$ cat src/rtl/systolic_pkg.sv
// Shared types and constants for the 2x2 systolic array sequencer.
package systolic_pkg;

  localparam int DEF_DATA_W = 8;
  localparam int DEF_ACC_W  = 16;

  // Element positions inside a packed {X11,X10,X01,X00} matrix word.
  localparam int IDX00 = 0;
  localparam int IDX01 = 1;
  localparam int IDX10 = 2;
  localparam int IDX11 = 3;

  // Operand wavefront length for a 2x2 product (2 + 2 - 1 diagonals).
  localparam int FEED_STEPS = 3;

  typedef enum logic [2:0] {
    S_IDLE,
    S_CLEAR,
    S_FEED,
    S_DRAIN,
    S_CAPTURE,
    S_DONE
  } state_t;

  // Pull one element out of a packed default-width matrix word.
  function automatic logic [DEF_DATA_W-1:0] mat_elem(
    input logic [4*DEF_DATA_W-1:0] m,
    input int                      idx
  );
    return m[idx*DEF_DATA_W +: DEF_DATA_W];
  endfunction

endpackage

$ cat src/rtl/systolic_skew_gen.sv
// Maps a feed step onto the skewed row/column operands for the 2x2 array.
// Purely combinational; the parent registers the result.
module systolic_skew_gen
  import systolic_pkg::*;
#(
  parameter int DATA_W = DEF_DATA_W
) (
  input  logic [1:0]          step,
  input  logic [4*DATA_W-1:0] mat_a,
  input  logic [4*DATA_W-1:0] mat_b,
  output logic [DATA_W-1:0]   a0,
  output logic [DATA_W-1:0]   a1,
  output logic [DATA_W-1:0]   b0,
  output logic [DATA_W-1:0]   b1
);

  logic [DATA_W-1:0] a00, a01, a10, a11;
  logic [DATA_W-1:0] b00, b01, b10, b11;

  assign a00 = mat_a[IDX00*DATA_W +: DATA_W];
  assign a01 = mat_a[IDX01*DATA_W +: DATA_W];
  assign a10 = mat_a[IDX10*DATA_W +: DATA_W];
  assign a11 = mat_a[IDX11*DATA_W +: DATA_W];
  assign b00 = mat_b[IDX00*DATA_W +: DATA_W];
  assign b01 = mat_b[IDX01*DATA_W +: DATA_W];
  assign b10 = mat_b[IDX10*DATA_W +: DATA_W];
  assign b11 = mat_b[IDX11*DATA_W +: DATA_W];

  // Row 1 / column 1 lag row 0 / column 0 by one step so that matching
  // k-terms meet in each PE on the same cycle.
  always_comb begin
    a0 = '0;
    a1 = '0;
    b0 = '0;
    b1 = '0;
    case (step)
      2'd0: begin
        a0 = a00;
        b0 = b00;
      end
      2'd1: begin
        a0 = a01;
        a1 = a10;
        b0 = b10;
        b1 = b01;
      end
      2'd2: begin
        a1 = a11;
        b1 = b11;
      end
      default: ;
    endcase
  end

endmodule

$ cat src/rtl/systolic_2x2_ctrl.sv
// Job sequencer for the 2x2 output-stationary systolic MAC array: accepts a
// pair of matrices, clears and feeds the array, then returns its results.
module systolic_2x2_ctrl
  import systolic_pkg::*;
#(
  parameter int DATA_W       = DEF_DATA_W,
  parameter int ACC_W        = DEF_ACC_W,
  parameter int DRAIN_CYCLES = 2
) (
  input  logic                clk,
  input  logic                rst,
  input  logic                cmd_valid,
  output logic                cmd_ready,
  input  logic [4*DATA_W-1:0] cmd_a,
  input  logic [4*DATA_W-1:0] cmd_b,
  output logic                arr_rst,
  output logic                arr_en,
  output logic [DATA_W-1:0]   arr_a0,
  output logic [DATA_W-1:0]   arr_a1,
  output logic [DATA_W-1:0]   arr_b0,
  output logic [DATA_W-1:0]   arr_b1,
  input  logic [ACC_W-1:0]    arr_c00,
  input  logic [ACC_W-1:0]    arr_c01,
  input  logic [ACC_W-1:0]    arr_c10,
  input  logic [ACC_W-1:0]    arr_c11,
  output logic                res_valid,
  input  logic                res_ready,
  output logic [4*ACC_W-1:0]  res_c,
  output logic                busy,
  output logic [15:0]         job_count
);

  // One counter serves both FEED steps and DRAIN cycles.
  localparam int CNT_MAX = (DRAIN_CYCLES > FEED_STEPS) ? DRAIN_CYCLES : FEED_STEPS;
  localparam int CNT_W   = $clog2(CNT_MAX);
  localparam logic [CNT_W-1:0] FEED_LAST  = CNT_W'(FEED_STEPS - 1);
  localparam logic [CNT_W-1:0] DRAIN_LAST = CNT_W'(DRAIN_CYCLES - 1);

  state_t             state, nxt_state;
  logic [CNT_W-1:0]   cnt, nxt_cnt;
  logic [4*DATA_W-1:0] a_q, b_q;
  logic [DATA_W-1:0]  sk_a0, sk_a1, sk_b0, sk_b1;
  logic               accept, res_hs, feed_nxt;

  assign accept   = (state == S_IDLE) && cmd_valid && cmd_ready;
  assign res_hs   = (state == S_DONE) && res_valid && res_ready;
  assign feed_nxt = (nxt_state == S_FEED);

  // Operands are looked up for the step about to be entered so that the
  // registered outputs line up with the registered state.
  systolic_skew_gen #(.DATA_W(DATA_W)) u_skew (
    .step  (nxt_cnt[1:0]),
    .mat_a (a_q),
    .mat_b (b_q),
    .a0    (sk_a0),
    .a1    (sk_a1),
    .b0    (sk_b0),
    .b1    (sk_b1)
  );

  // Next-state and step counter.
  always_comb begin
    nxt_state = state;
    nxt_cnt   = cnt;
    case (state)
      S_IDLE: begin
        if (accept) nxt_state = S_CLEAR;
      end
      S_CLEAR: begin
        nxt_state = S_FEED;
        nxt_cnt   = '0;
      end
      S_FEED: begin
        if (cnt == FEED_LAST) begin
          nxt_state = S_DRAIN;
          nxt_cnt   = '0;
        end else begin
          nxt_cnt = cnt + 1'b1;
        end
      end
      S_DRAIN: begin
        if (cnt == DRAIN_LAST) nxt_state = S_CAPTURE;
        else                   nxt_cnt   = cnt + 1'b1;
      end
      S_CAPTURE: nxt_state = S_DONE;
      S_DONE: begin
        if (res_hs) nxt_state = S_IDLE;
      end
      default: nxt_state = S_IDLE;
    endcase
  end

  // State register plus every output, each decoded from the next state.
  always_ff @(posedge clk) begin
    if (rst) begin
      state     <= S_IDLE;
      cnt       <= '0;
      a_q       <= '0;
      b_q       <= '0;
      cmd_ready <= 1'b0;
      busy      <= 1'b0;
      arr_rst   <= 1'b1;
      arr_en    <= 1'b0;
      arr_a0    <= '0;
      arr_a1    <= '0;
      arr_b0    <= '0;
      arr_b1    <= '0;
      res_valid <= 1'b0;
      res_c     <= '0;
      job_count <= '0;
    end else begin
      state     <= nxt_state;
      cnt       <= nxt_cnt;
      cmd_ready <= (nxt_state == S_IDLE);
      busy      <= (nxt_state != S_IDLE);
      arr_rst   <= (nxt_state == S_CLEAR);
      arr_en    <= feed_nxt || (nxt_state == S_DRAIN);
      arr_a0    <= feed_nxt ? sk_a0 : '0;
      arr_a1    <= feed_nxt ? sk_a1 : '0;
      arr_b0    <= feed_nxt ? sk_b0 : '0;
      arr_b1    <= feed_nxt ? sk_b1 : '0;
      res_valid <= (nxt_state == S_DONE);
      if (accept) begin
        a_q <= cmd_a;
        b_q <= cmd_b;
      end
      if (state == S_CAPTURE) res_c <= {arr_c11, arr_c10, arr_c01, arr_c00};
      if (res_hs) job_count <= job_count + 16'd1;
    end
  end

endmodule

$ cat config.mk
export PLATFORM = sky130hd
export DESIGN_NAME = systolic_2x2_ctrl
export DESIGN_NICKNAME = d
export VERILOG_FILES = /design/src/rtl/systolic_pkg.sv /design/src/rtl/systolic_skew_gen.sv /design/src/rtl/systolic_2x2_ctrl.sv
export SDC_FILE = /design/constraint.sdc
export NUM_CORES = 1
export LEC_CHECK = 0
export CAP_MARGIN = 15
export CELL_PAD_IN_SITES_DETAIL_PLACEMENT = 1
export CELL_PAD_IN_SITES_GLOBAL_PLACEMENT = 1
export CORE_MARGIN = 5
export CORE_UTILIZATION = 32
export DETAILED_ROUTE_END_ITERATION = 8
export PLACE_DENSITY_LB_ADDON = 0.1
export SLEW_MARGIN = 0
export SYNTH_ARGS = -nofsm -noshare
export SYNTH_HDL_FRONTEND = slang
export SYNTH_HIERARCHICAL = 1
export SYNTH_SLANG_ARGS = --single-unit
$ cat constraint.sdc
create_clock -name clk -period 2.7 [get_ports clk]
set_input_delay 0.27 -clock clk [delete_from_list [all_inputs] [get_ports clk]]
set_output_delay 0.27 -clock clk [all_outputs]
set_load 0.03 [all_outputs]
==> results of run 1 <==
[path summary, 6_finish.rpt]
path	start	to	slack, ns
max	state[0]$_SDFF_PP0_	arr_a0[2]$_SDFF_PP0_	0.40
min	rst	job_count[0]$_SDFFE_PP0P_	0.29
max reg2reg	state[0]$_SDFF_PP0_	arr_a0[2]$_SDFF_PP0_	0.40
min reg2reg	res_c[46]$_SDFFE_PP0N_	res_c[46]$_SDFFE_PP0N_	0.45
[cell type report]
class / count / area, µm² / area share
flip-flops and latches: 186 / 3724 / 0.3640
repair buffers: 259 / 2613 / 0.2554
inverters: 4 / 15.01 / 0.001468
clock buffers: 19 / 442.9 / 0.04330
well taps: 275 / 344.1 / 0.03364
multi-input cells: 572 / 2889 / 0.2824
clock inverters: 13 / 202.7 / 0.01981
[through the flow]
| stage | std cells | setup WS (ns) | utilization | instance area (µm²) |
|---|---|---|---|---|
| after floorplan | 821 | 0.8196 | - | 6919 |
| after detailed placement | 1296 | 0.3913 | 0.4531 | 9584 |
| final | 1328 | 0.4011 | 0.4836 | 10230 |
| after global routing | 1328 | 0.1918 | 0.4836 | 10230 |
| after CTS | 1328 | 0.3797 | 0.4836 | 10230 |
| after global placement | 1296 | 0.4136 | 0.4531 | 9584 |
[registers in the layout (all words and copies together), names as in the netlist]
register / cells
res_valid: 1
res_c: 64
state: 3
busy: 1
job_count: 16
a_q: 32
arr_a0: 8
cnt: 2
cmd_ready: 1
b_q: 32
arr_b1: 8
arr_rst: 1
arr_en: 1
arr_b0: 8
arr_a1: 8
[logic make-up (layout without fill, tap and decap cells)]
family	count (synthesis)	count (layout)	synth area share
adders and majority gates	4	4	0.007234
xor gates and xnor gates	8	8	0.01013
muxes	1	1	0.001627
AOI/OAI and AO/OA	188	188	0.1561
buffers and inverters	63	295	0.04503
DFF	186	186	0.5382
and+or+nand+nor	371	371	0.2418
[cells in the mapped netlist (all sizes together), types with 5 or more instances]
cell and number:
clkbuf 28, dfxtp 186, and2 35, o21ai 9, nor2b 22, and4 5
a22o 18, nand3 10, nand2 264, a22oi 16, nor2 13, a21oi 137
buf 31
[power breakdown]
part,internal (W),switching [W],total [W],leakage (nW)
Combinational,0.000276,0.000264,0.000540,1.69
Clock,0.00161,0.00115,0.00275,0.313
Sequential,0.00281,0.0000415,0.00285,1.50
[metal layers]
metal / track usage / vias to the layer above
met2: 0.2948 / 173
met5: 0 / -
met4: 0.05490 / 0
li1: - / 3145
met1: 0.2064 / 2960
met3: 0.07891 / 30
==> results by group, run 1 <==
Synth
  – Synth Register Bits: 186
  – Average cell area after synthesis: 8.428 µm²
  – Synth area leaders: dfxtp_1 54%, nand2_1 14%, a21oi_1 9.9%
  – Part of the Yosys area used for sequential elements: 0.5382
  – Number of nets in the synthesized netlist: 957
  – Share of flip-flops with an asynchronous set or reset after synthesis: 0
  – Post-synth top area share: 0.5382
  – Post-synth cell types: 40
  – Post-synthesis instance area: 6919 µm²
  – Yosys top cell by area: dfxtp_1
  – Gate count after technology mapping: 821
  – Yosys synthesis warning count: 6
  – Prevailing post-synth register cell: dfxtp_1
  – Post-synth EDFFs: 0

Route
  – Count of antenna-violating nets left after detailed routing: 0
  – Drt pass-1 iters: 4
  – DRC Markers: 0
  – Met2 wirelength from detailed routing: 10.51 mm
  – Final routed wire length divided by cell count: 16.85 µm
  – Total met3 wirelength after detailed routing: 2.190 mm
  – Drt via density: 4.750
  – Routed length on met1: 9.291 mm
  – Uppermost signal routing layer after detailed routing: met4
  – Sum of routed wire length over all layers: 22.38 mm
  – First DRT Iteration DRCs: 306
  – Via total after detailed routing: 6308

Cells and area
  – Fill cell total of the finished layout: 2460
  – Diode insertion count for antenna repair: 0
  – Most common library cell in the layout ignoring fill and taps: nand2_1
  – Area added between synthesis and finish: 47.85%
  – Final net count: 1176
  – Most frequent cells in the layout: 263 x nand2_1, 247 x clkdlybuf4s50_1, 186 x dfxtp_1, 137 x a21oi_1, 34 x and2_1
  – Fraction of layout instances using a drive strength above 1: 0.04938

Clock network
  – Inserted Clock Buffers: 17
  – Clock Tree Root: clkbuf_16
  – Hold-fix buffers, CTS: 0
  – TritonCTS clock tree: done
  – Cts repair resizes: 0
  – Clock latency reported for the late side of the worst-skew pair: 0.43 ns
  – Clock-pin slew reported for the worst setup and hold paths after clock tree synthesis: 0.07 ns
  – Number of buffers between clock root and the deepest sink: 2
  – Clock sink count: 186
  – # Post-CTS Setup Buffers: 0
  – H-tree depth: 4

Die
  – Die Wd: 157.0 µm
  – Vertical extent of the die: 157.0 µm
  – Starting utilization of the core area: 0.3271
  – I/O pin count: 249
  – Total Die Area: 24660 µm²
  – Core outline area: 21150 µm²
  – Number of cell rows: 53

Flow run
  – MaxCap Viol Count: 0

Critical path
  – Most prevalent standard cell on the critical path: a22o_1
  – Slowest cell delay on critical path: 0.63 ns
  – Crit-path slowest cell: ha_1
  – Worst R2R Path Depth: 7
  – Crit end category: flip-flop
  – Critical path startpoint category: flip-flop
  – Maximum fanout encountered on the critical timing path: 16
  – Data required time at the worst endpoint: 3.08 ns
  – Crit-path cells: nor2_1 > a22o_1 > a22o_1 > inv_1 > ha_1 > a22o_1 > and2_1
  – Dominant delay contributor by cell family on the critical path: compound AO/OA/AOI/OAI gates
  – Crit. path cell count: 7
  – Number of buffer and inverter stages on the critical path: 1
  – Classification of the worst setup path: flip-flop to flip-flop
  – Arrival time reported for the critical path endpoint: 2.67 ns

STA
  – Fin Hold WS: 0.2888 ns
  – Post-layout min period: 2.299 ns
  – Final setup violating endpoints: 0
  – Total negative setup slack: 0 ns
  – Max Fclk: 0.4350 GHz
  – Final worst-path cycle share: 0.8515
  – Setup Skew: 0.01156 ns
  – Hold violation count in the final report: 0
  – Number of pins exceeding their max-slew limit in the final report: 0
  – Max_slew headroom: 0.5053
  – Setup repair after global routing missed its margin: false
  – Slew @ Worst Pin: 0.7420 ns

Global route
  – Remaining global-route overflow: 0
  – Global-route usage over all layers: 0.1773
  – Antenna violations before repair: 0
  – Global-route wire length before repair: 34.68 mm
  – Maximum number of pins on one net before global-route repair: 114
  – Vias in the first global route: 6649

Place
  – Number of input and output port buffers inserted: 248
  – Gp weighted congestion: 0.7734
  – Half-perimeter wire length after detailed placement: 15.42 mm

Hold path
  – Type of the tightest min-delay check: input port to flip-flop
  – Hold path depth: 2

Power
  – Worst supply voltage drop on vdd: 0.4061 mV
  – Leakage power: 3.509 nW
  – PwrDens: 600.7 nW/µm²
  – Final total power: 0.006145 W

Outcome
  – Outcome: completed
Power figures use the tool's default switching activity.
==> inputs of run 2 (changes only) <==
--- a/config.mk
+++ b/config.mk
@@ -5,13 +5,14 @@
 export SDC_FILE = /design/constraint.sdc
 export NUM_CORES = 1
 export LEC_CHECK = 0
+export ABC_CLOCK_PERIOD_IN_PS = 2700
 export CAP_MARGIN = 15
 export CELL_PAD_IN_SITES_DETAIL_PLACEMENT = 1
 export CELL_PAD_IN_SITES_GLOBAL_PLACEMENT = 1
 export CORE_MARGIN = 5
 export CORE_UTILIZATION = 32
 export DETAILED_ROUTE_END_ITERATION = 8
-export PLACE_DENSITY_LB_ADDON = 0.1
+export PLACE_DENSITY_LB_ADDON = 0.08
 export SLEW_MARGIN = 0
 export SYNTH_ARGS = -nofsm -noshare
 export SYNTH_HDL_FRONTEND = slang
==> results by group, run 2 (synthesized netlist as in run 1, its figures left out) <==
Outcome
  – Outcome: completed

STA
  – Setup Skew: 0.01482 ns (+0.003265 ns)
  – Hold violation count in the final report: 0 (unchanged)
  – Setup repair after global routing missed its margin: false
  – Post-layout min period: 2.331 ns (+0.03188 ns)
  – Number of pins exceeding their max-slew limit in the final report: 0 (unchanged)
  – Max_slew headroom: 0.4725 (-0.03279)
  – Fin worst setup slack: 0.3692 ns (-0.03188 ns)
  – Total negative setup slack: 0 ns (unchanged)
  – Final worst-path cycle share: 0.8633 (+0.01181)
  – Max Fclk: 0.4290 GHz (-1.4%)
  – Slew @ Worst Pin: 0.7912 ns (+0.04918 ns)
  – Final setup violating endpoints: 0 (unchanged)

Die
  – Core outline area: 21150 µm² (unchanged)
  – Number of cell rows: 53 (unchanged)
  – Starting utilization of the core area: 0.3271 (unchanged)
  – Die Wd: 157.0 µm (unchanged)
  – Vertical extent of the die: 157.0 µm (unchanged)
  – Total Die Area: 24660 µm² (unchanged)
  – I/O pin count: 249 (unchanged)

Global route
  – Vias in the first global route: 6469 (-2.7%)
  – Global-route wire length before repair: 34.52 mm (-0.46%)
  – Remaining global-route overflow: 0 (unchanged)
  – Maximum number of pins on one net before global-route repair: 154 (+35%)
  – Global-route usage over all layers: 0.1769 (-0.0004137)
  – Antenna violations before repair: 2 (+2)

Critical path
  – Crit end category: flip-flop
  – Classification of the worst setup path: flip-flop to flip-flop
  – Arrival time reported for the critical path endpoint: 2.71 ns (+0.04 ns)
  – Critical path startpoint category: flip-flop
  – Worst setup slack for register-to-register paths: 0.37 ns (-0.03 ns)
  – Worst R2R Path Depth: 7 (unchanged)
  – Maximum fanout encountered on the critical timing path: 16 (unchanged)
  – Data required time at the worst endpoint: 3.08 ns (about the same)

Cells and area
  – Final net count: 1173 (-0.26%)
  – Largest Register: res_c
  – Largest registers: res_c x64, a_q x32, b_q x32
  – Area added between synthesis and finish: 46.83%
  – Post-route cell area: 10160 µm² (-0.69%)
  – Largest register FFs: 64 (unchanged)
  – Fraction of layout instances using a drive strength above 1: 0.04762 (-0.001764)
  – Most common library cell in the layout ignoring fill and taps: nand2_1
  – Most frequent cells in the layout: 263 x nand2_1, 247 x clkdlybuf4s50_1, 186 x dfxtp_1, 137 x a21oi_1, 34 x and2_1

Clock network
  – Clock latency reported for the late side of the worst-skew pair: 0.43 ns (about the same)
  – # Post-CTS Setup Buffers: 0 (unchanged)
  – Clock-pin slew reported for the worst setup and hold paths after clock tree synthesis: 0.08 ns (about the same)
  – TritonCTS clock tree: done
  – Inserted Clock Buffers: 17 (unchanged)
  – H-tree depth: 4 (unchanged)
  – Number of buffers between clock root and the deepest sink: 2 (unchanged)
  – Cts repair resizes: 0 (unchanged)
  – Clock sink count: 186 (unchanged)
  – Clock Tree Root: clkbuf_16
  – Hold-fix buffers, CTS: 0 (unchanged)

Power
  – Leakage power: 3.469 nW (-1.2%)
  – Worst supply voltage drop on vdd: 0.4385 mV (+8.0%)
  – PwrDens: 574.0 nW/µm² (-4.4%)

Hold path
  – Type of the tightest min-delay check: input port to flip-flop
  – Hold path depth: 2 (unchanged)

Route
  – First DRT Iteration DRCs: 209 (-32%)
  – Final routed wire length divided by cell count: 16.67 µm (-1.1%)
  – Via total after detailed routing: 6272 (-0.57%)
  – Sum of routed wire length over all layers: 22.14 mm (-1.1%)
  – Drt via density: 4.723 (-0.57%)
  – Count of antenna-violating nets left after detailed routing: 0 (unchanged)
  – Drt pass-1 iters: 4 (unchanged)
  – DRC Markers: 0 (unchanged)

Place
  – Number of input and output port buffers inserted: 248 (unchanged)
  – Gp weighted congestion: 0.8148 (+5.4%)
  – DP Worst Slack: 0.3646 ns (-0.02676 ns)
  – Half-perimeter wire length after detailed placement: 15.29 mm (-0.85%)
  – Placement-stage cell area: 9574 µm² (-0.10%)

Flow run
  – MaxCap Viol Count: 0 (unchanged)
-- run 2: cell count changes in the layout (fill, tap and decap cells not counted), moves of 2 or more --
cell / previous run / this run
buf_4: 8 / 4
bufinv_16: 4 / 0
diode_2: 0 / 3
inv_6: 5 / 2
inv_8: 2 / 5
clkinv_4: 1 / 3
clkinv_8: 0 / 2
-- run 2: power breakdown --
part	switching, W	leakage, nW	internal [W]	total (W)
Clock	0.00121	0.279	0.00123	0.00244
Sequential	0.0000402	1.50	0.00281	0.00285
Combinational	0.000261	1.69	0.000276	0.000538
-- run 2: area by class of cell --
class	instances	area (µm²)
Fill cell	2484	10990
Sequential cell	186	3724
Multi-Input combinational cell	572	2889
Timing Repair Buffer	256	2603
Clock buffer	17	425.4
Tap cell	275	344.1
Clock inverter	15	152.6
Inverter	4	15.01
Antenna cell	3	7.507
-- run 2: path summary, 6_finish.rpt --
kind                                from                endpoint
setup reg to reg     state[0]$_SDFF_PP0_    arr_a0[2]$_SDFF_PP0_
hold / removal                       rst     state[1]$_SDFF_PP0_
hold reg to reg   res_c[17]$_SDFFE_PP0N_  res_c[17]$_SDFFE_PP0N_
setup / recovery     state[0]$_SDFF_PP0_    arr_a0[2]$_SDFF_PP0_
-- run 2: metrics by stage --
step	total power (W)	instances	utilization	hold slack, ns
global placement	0.003453	1293	0.4526	0.4405
CTS	0.005921	1325	0.4799	0.03403
floorplan	0.003168	821	-	0.4060
finish	0.005832	1328	0.4803	0.05334
global route	0.006101	1327	0.4802	0.03885
detailed placement	0.003461	1293	0.4526	0.4458
-- run 2: worst max-delay path: stages (launching register included) --
cell	delay, ns
dfxtp_1	0.59
nor2_1	0.10
a22o_1	0.24
a22o_1	0.25
inv_1	0.08
ha_1	0.67
a22o_1	0.24
and2_1	0.11
-- run 2: layer usage --
layer  global-route usage  routed length [µm]  up-vias  share of wire
met5                    0                   0        -              0
met4              0.05735                 338        0          0.015
met3              0.08249                2268       23           0.10
met2               0.2913               10610      166           0.48
met1               0.2049                8920     2940           0.40
li1                     -                   -     3143              -
==> inputs of run 3 (changes only) <==
--- a/config.mk
+++ b/config.mk
@@ -13,7 +13,7 @@
 export CORE_UTILIZATION = 32
 export DETAILED_ROUTE_END_ITERATION = 8
 export PLACE_DENSITY_LB_ADDON = 0.08
-export SLEW_MARGIN = 0
+export SLEW_MARGIN = 30
 export SYNTH_ARGS = -nofsm -noshare
 export SYNTH_HDL_FRONTEND = slang
 export SYNTH_HIERARCHICAL = 1
==> results of run 3 <==
Same layout as run 2: the final DEF is identical, and so are final timing and power.
